## src/rtl/gtfmac_axil_csr_slave.sv

```systemverilog
// AXI4-Lite CSR responder for one GTFMAC latency-measurement channel:
// version, scratch, control, live status, clear-on-read event counter, W1C sticky errors.
module gtfmac_axil_csr_slave #(
   parameter int unsigned ADDR_W   = 6,
   parameter logic [31:0] VERSION  = 32'h0001_0000,
   parameter logic [31:0] CTRL_RST = 32'h0000_0000
) (
   input  logic        s_axi_aclk,
   input  logic        s_axi_areset,
   input  logic [31:0] s_axi_awaddr,
   input  logic        s_axi_awvalid,
   output logic        s_axi_awready,
   input  logic [31:0] s_axi_wdata,
   input  logic [3:0]  s_axi_wstrb,
   input  logic        s_axi_wvalid,
   output logic        s_axi_wready,
   output logic [1:0]  s_axi_bresp,
   output logic        s_axi_bvalid,
   input  logic        s_axi_bready,
   input  logic [31:0] s_axi_araddr,
   input  logic        s_axi_arvalid,
   output logic        s_axi_arready,
   output logic [31:0] s_axi_rdata,
   output logic [1:0]  s_axi_rresp,
   output logic        s_axi_rvalid,
   input  logic        s_axi_rready,
   output logic [31:0] ctrl_out,
   input  logic [31:0] status_in,
   input  logic        event_in,
   input  logic [7:0]  err_in
);

   localparam int unsigned DATA_W = 32;
   localparam int unsigned STRB_W = DATA_W / 8;
   localparam int unsigned ERR_W  = 8;
   localparam int unsigned IDX_W  = ADDR_W - 2;

   localparam logic [IDX_W-1:0] IDX_VERSION = IDX_W'(0);
   localparam logic [IDX_W-1:0] IDX_SCRATCH = IDX_W'(1);
   localparam logic [IDX_W-1:0] IDX_CTRL    = IDX_W'(2);
   localparam logic [IDX_W-1:0] IDX_STATUS  = IDX_W'(3);
   localparam logic [IDX_W-1:0] IDX_EVCNT   = IDX_W'(4);
   localparam logic [IDX_W-1:0] IDX_STICKY  = IDX_W'(5);

   localparam logic [1:0] RESP_OKAY   = 2'b00;
   localparam logic [1:0] RESP_SLVERR = 2'b10;

   logic              aw_held_q, aw_held_d;
   logic              w_held_q,  w_held_d;
   logic [IDX_W-1:0]  awidx_q,   awidx_d;
   logic [DATA_W-1:0] wdata_q,   wdata_d;
   logic [STRB_W-1:0] wstrb_q,   wstrb_d;
   logic              bvalid_q,  bvalid_d;
   logic [1:0]        bresp_q,   bresp_d;
   logic              rvalid_q,  rvalid_d;
   logic [DATA_W-1:0] rdata_q,   rdata_d;
   logic [1:0]        rresp_q,   rresp_d;
   logic [DATA_W-1:0] scratch_q, scratch_d;
   logic [DATA_W-1:0] ctrl_q,    ctrl_d;
   logic [DATA_W-1:0] evcnt_q,   evcnt_d;
   logic [ERR_W-1:0]  sticky_q,  sticky_d;

   logic              aw_hs, w_hs, ar_hs, wr_go, wr_mapped;
   logic [IDX_W-1:0]  wr_idx, rd_idx;
   logic [DATA_W-1:0] wr_data, wr_mask, rd_mux;
   logic [STRB_W-1:0] wr_strb;
   logic [ERR_W-1:0]  sticky_clr;
   logic              rd_slverr;
   logic              unused_c;

   assign s_axi_awready = !s_axi_areset && !aw_held_q && !bvalid_q;
   assign s_axi_wready  = !s_axi_areset && !w_held_q && !bvalid_q;
   assign s_axi_arready = !s_axi_areset && !rvalid_q;
   assign s_axi_bvalid  = bvalid_q;
   assign s_axi_bresp   = bresp_q;
   assign s_axi_rvalid  = rvalid_q;
   assign s_axi_rdata   = rdata_q;
   assign s_axi_rresp   = rresp_q;
   assign ctrl_out      = ctrl_q;

   assign unused_c = ^{s_axi_awaddr[31:ADDR_W], s_axi_awaddr[1:0],
                       s_axi_araddr[31:ADDR_W], s_axi_araddr[1:0]};

   assign aw_hs = s_axi_awvalid && s_axi_awready;
   assign w_hs  = s_axi_wvalid && s_axi_wready;
   assign ar_hs = s_axi_arvalid && s_axi_arready;

   // Write executes on the edge where both halves are available, held or live.
   assign wr_go     = (aw_held_q || aw_hs) && (w_held_q || w_hs);
   assign wr_idx    = aw_held_q ? awidx_q : s_axi_awaddr[ADDR_W-1:2];
   assign wr_data   = w_held_q ? wdata_q : s_axi_wdata;
   assign wr_strb   = w_held_q ? wstrb_q : s_axi_wstrb;
   assign wr_mapped = (wr_idx <= IDX_STICKY);
   assign rd_idx    = s_axi_araddr[ADDR_W-1:2];

   always_comb begin
      wr_mask = '0;
      for (int b = 0; b < STRB_W; b++) begin
         wr_mask[b*8 +: 8] = {8{wr_strb[b]}};
      end
   end

   always_comb begin
      rd_mux    = '0;
      rd_slverr = 1'b0;
      case (rd_idx)
         IDX_VERSION: rd_mux = VERSION;
         IDX_SCRATCH: rd_mux = scratch_q;
         IDX_CTRL:    rd_mux = ctrl_q;
         IDX_STATUS:  rd_mux = status_in;
         IDX_EVCNT:   rd_mux = evcnt_q;
         IDX_STICKY:  rd_mux = DATA_W'(sticky_q);
         default:     rd_slverr = 1'b1;
      endcase
   end

   always_comb begin
      aw_held_d  = aw_held_q;
      w_held_d   = w_held_q;
      awidx_d    = awidx_q;
      wdata_d    = wdata_q;
      wstrb_d    = wstrb_q;
      bvalid_d   = bvalid_q;
      bresp_d    = bresp_q;
      rvalid_d   = rvalid_q;
      rdata_d    = rdata_q;
      rresp_d    = rresp_q;
      scratch_d  = scratch_q;
      ctrl_d     = ctrl_q;
      evcnt_d    = evcnt_q;
      sticky_clr = '0;

      if (aw_hs) begin
         aw_held_d = 1'b1;
         awidx_d   = s_axi_awaddr[ADDR_W-1:2];
      end
      if (w_hs) begin
         w_held_d = 1'b1;
         wdata_d  = s_axi_wdata;
         wstrb_d  = s_axi_wstrb;
      end

      if (bvalid_q && s_axi_bready) begin
         bvalid_d = 1'b0;
      end
      if (wr_go) begin
         aw_held_d = 1'b0;
         w_held_d  = 1'b0;
         bvalid_d  = 1'b1;
         bresp_d   = wr_mapped ? RESP_OKAY : RESP_SLVERR;
         if (wr_idx == IDX_SCRATCH) scratch_d = (scratch_q & ~wr_mask) | (wr_data & wr_mask);
         if (wr_idx == IDX_CTRL)    ctrl_d    = (ctrl_q & ~wr_mask) | (wr_data & wr_mask);
         if (wr_idx == IDX_STICKY && wr_strb[0]) sticky_clr = wr_data[ERR_W-1:0];
      end

      // Read samples pre-write register values; R holds until rready.
      if (rvalid_q && s_axi_rready) begin
         rvalid_d = 1'b0;
      end
      if (ar_hs) begin
         rvalid_d = 1'b1;
         rdata_d  = rd_mux;
         rresp_d  = rd_slverr ? RESP_SLVERR : RESP_OKAY;
      end

      // Clear-on-read restarts from the coincident event, otherwise saturating count.
      if (ar_hs && rd_idx == IDX_EVCNT) begin
         evcnt_d = DATA_W'(event_in);
      end else if (event_in && evcnt_q != '1) begin
         evcnt_d = evcnt_q + DATA_W'(1);
      end
   end

   assign sticky_d = (sticky_q & ~sticky_clr) | err_in;

   always_ff @(posedge s_axi_aclk) begin
      if (s_axi_areset) begin
         aw_held_q <= 1'b0;
         w_held_q  <= 1'b0;
         awidx_q   <= '0;
         wdata_q   <= '0;
         wstrb_q   <= '0;
         bvalid_q  <= 1'b0;
         bresp_q   <= RESP_OKAY;
         rvalid_q  <= 1'b0;
         rdata_q   <= '0;
         rresp_q   <= RESP_OKAY;
         scratch_q <= '0;
         ctrl_q    <= CTRL_RST;
         evcnt_q   <= '0;
         sticky_q  <= '0;
      end else begin
         aw_held_q <= aw_held_d;
         w_held_q  <= w_held_d;
         awidx_q   <= awidx_d;
         wdata_q   <= wdata_d;
         wstrb_q   <= wstrb_d;
         bvalid_q  <= bvalid_d;
         bresp_q   <= bresp_d;
         rvalid_q  <= rvalid_d;
         rdata_q   <= rdata_d;
         rresp_q   <= rresp_d;
         scratch_q <= scratch_d;
         ctrl_q    <= ctrl_d;
         evcnt_q   <= evcnt_d;
         sticky_q  <= sticky_d;
      end
   end

endmodule

```

## config.mk

```make
export PLATFORM = sky130hd
export DESIGN_NAME = gtfmac_axil_csr_slave
export DESIGN_NICKNAME = d
export VERILOG_FILES = /design/src/rtl/gtfmac_axil_csr_slave.sv
export SDC_FILE = /design/constraint.sdc
export NUM_CORES = 1
export LEC_CHECK = 0
export CORE_UTILIZATION = 52
export CTS_CLUSTER_SIZE = 25
export DETAILED_ROUTE_END_ITERATION = 10
export PLACE_DENSITY = 0.86
export SLEW_MARGIN = 20
export SYNTH_ARGS = -nofsm -noshare
export SYNTH_HDL_FRONTEND = slang
export SYNTH_SLANG_ARGS = --single-unit
```

## constraint.sdc

```tcl
create_clock -name s_axi_aclk -period 3.1 [get_ports s_axi_aclk]
set_input_delay 0.465 -clock s_axi_aclk [delete_from_list [all_inputs] [get_ports s_axi_aclk]]
set_output_delay 0.465 -clock s_axi_aclk [all_outputs]
set_load 0.05 [all_outputs]
```

==> results.md <==
* Status: completed
* Post-CTS Resized at 0
* Worst hold path depth at 2
* Antenna Cells at 0
* Largest net degree at the start of global routing at 83
* Req. time, crit path at 2.63 ns
* Synth area leaders: dfxtp_1, a21oi_1, mux2i_1, nand2_1, nor2_1
* Worst-path clk slew at 0.06 ns
* Boundary pin count at 221
* Die Y-Extent at 127.0 um
* Clock skew at 0.005984 ns
* Leakage at 3.531 nW
* Total Wirelength at 23.99 mm
* Max_slew headroom at 29.19%
* Crit path max fanout at 17
* Final min period at 2.562 ns
* HP Class: primary input to flip-flop
* Postcts setup bufs at 0
* Power Density at 483.7 nW/um^2
* R2r startpoint: w_held_q$_SDFFE_PP0P_
* Maximum level of the CTS H-tree at 4
* Max-Cap Viols at 0
* R2r worst-path depth at 6
* CP startpoint: w_held_q$_SDFFE_PP0P_
* Initial core utilization at 53.47%
* Drc violations at 0
* Skew-Pair Late Insertion Delay at 0.43 ns
* WP data arrival at 2.10 ns
* Site row count at 45
* Wirelength per Cell at 18.61 um
* Worst Tran Pin Value at 1.051 ns
* Setup CP Type: flip-flop to primary output
* CTS tree: built
* Final Non-Filler Cells at 1289
* Sequential area share after synthesis at 44.83%
* RSZ-0062 raised after global routing: false
* Post-synth EDFFs at 0
* DR iter-0 viols at 885
* Vias in the first global route at 7120
* Synth top area share at 44.83%
* FF/Latch Area at 3645 um^2
* Endpoints failing hold at 0
* Pwr Total at 5.074 mW
* Ys async rst share at 0%
* Yosys top cell by area: dfxtp_1
* Fin Setup TNS at 0 ns
* Final Cycle Share at 82.65%
* Yosys warnings at 0
* Placer Congestion at 0.8931
* Unique masters post-synth at 54
* Grt total ovfl at 0
* Maximum vdd drop at 406.3 uV
* Num CTS Buffers at 17
* DIE WIDTH at 127.0 um
* Longest Clk Path Bufs at 2
* Fraction of layout cells with a size suffix above 1 at 10.81%
* Util after Layout at 69.00%
* Initial DRT Pass Iterations at 8
* Final ANT Viol Nets at 0
* Min-Delay Endpoint: wdata_q[1]$_SDFFE_PP0P_
* Placed insts at 1258
* Area occupied by multi-input gates at 4233 um^2
* Crit end category: primary output
* Fmax at 390.3 MHz
* Via Count at 7780
* Commonest non-fill, non-tap cell in the layout: dfxtp_1
* PortBufs at 162
* Setup-failing EPs final at 0
* Netlist Area Pre-Place at 8128 um^2
* Layout area overhead at 29.06%
* Mapped Cells at 953
* CTS Hold Bufs at 0
* Max Slew Vio Count at 0
* Top FF cell, synth: dfxtp_1
* First-pass GRT wire length at 37.65 mm
* Initial antenna violation count at 0
* Core Area at 15200 um^2
* Final net count at 1238
* Average size of a mapped cell at 8.529 um^2
* Die area at 16130 um^2
* Detailed placement HPWL at 16.51 mm
* Critical Path Source Type: flip-flop
* Fillers at 1171
* Hold Startpoint: s_axi_areset
* Root Buffer: clkbuf_16
* Commonest cells after routing, fill and taps aside: dfxtp_1, clkdlybuf4s50_1, a21oi_1
* Post-DR vias/cell at 6.036
* Min Hold Slack at 0.4098 ns
* Total GRT Usage at 29.87%
* Clk sinks at 182
* FF+latch count, synth at 182
* Worst R2R Setup Slack at 0.65 ns
layer usage:
layer,up-vias,part of all wire [%],global-route usage [%]
li1,3662,-,-
met1,3698,42,40.61
met2,366,47,47.58
met3,54,8.1,5.109
met4,0,2.8,11.48
met5,-,0,0
critical path: stages, from the launching register on:
cell and delay, ns:
dfxtp_2 0.46, nor3_1 0.33, clkdlybuf4s50_1 0.87
cells by family after synthesis:
family / count (synthesis) / share of synthesized area [%]
AOI/OAI and AO/OA: 262 / 19.89
muxes: 80 / 10.25
and+or+nand+nor: 345 / 20.27
buffers and inverters: 74 / 3.695
adders and majority gates: 1 / 0.1539
xor gates and xnor gates: 8 / 0.8621
DFF: 182 / 44.83
other: 1 / 0.04614
worst max path at each step:
stage	to	cells past startpoint
2_1_floorplan	wdata_q[10]$_SDFFE_PP0P_	7
3_3_place_gp	flip-flop	7
3_5_place_dp	flip-flop	7
4_1_cts	s_axi_wready	2
5_1_grt	s_axi_wready	2
6_report	s_axi_wready	2
area by class of cell:
type / count / share of cell area, %
multi-input cells: 698 / 40.35
flip-flops and latches: 182 / 34.74
repair buffers: 185 / 17.08
clock buffers: 22 / 4.425
well taps: 188 / 2.242
clock inverters: 9 / 0.9780
inverters: 5 / 0.1789
synthesized netlist by cell type, types with 2 or more instances:
master / number
a211oi_1: 30
a21oi_1: 140
a222oi_1: 8
a22oi_1: 47
a31o_2: 5
a31oi_1: 2
and2_1: 3
and3_1: 3
and4_1: 6
buf_1: 5
buf_2: 12
buf_4: 2
clkbuf_1: 50
dfxtp_1: 182
inv_1: 5
mux2_2: 26
mux2i_1: 54
nand2_1: 121
nand2b_1: 3
nand3_1: 15
nand3b_1: 3
nand4_1: 2
nor2_1: 117
nor2b_1: 2
nor3_1: 10
nor3b_1: 3
nor4_1: 3
nor4_4: 2
nor4b_1: 4
o211ai_1: 2
o21a_1: 2
o21ai_0: 18
o31ai_1: 2
or2_2: 20
or3_1: 14
or4_1: 5
xnor2_1: 8
metrics by stage:
stage	setup WS, ns	area (um^2)
2_1_floorplan	0.2878	8132
4_1_cts	0.5286	10490
3_5_place_dp	0.2754	9918
3_3_place_gp	0.2716	9918
6_report	0.5379	10490
5_1_grt	0.4588	10490
report_power, final:
group / internal, mW / switching, mW / leakage, nW
clock: 1.22 / 0.898 / 0.272
sequential: 2.39 / 0.0393 / 1.47
combinational: 0.233 / 0.299 / 1.78
No activity file was read; power rests on OpenSTA's default activity.
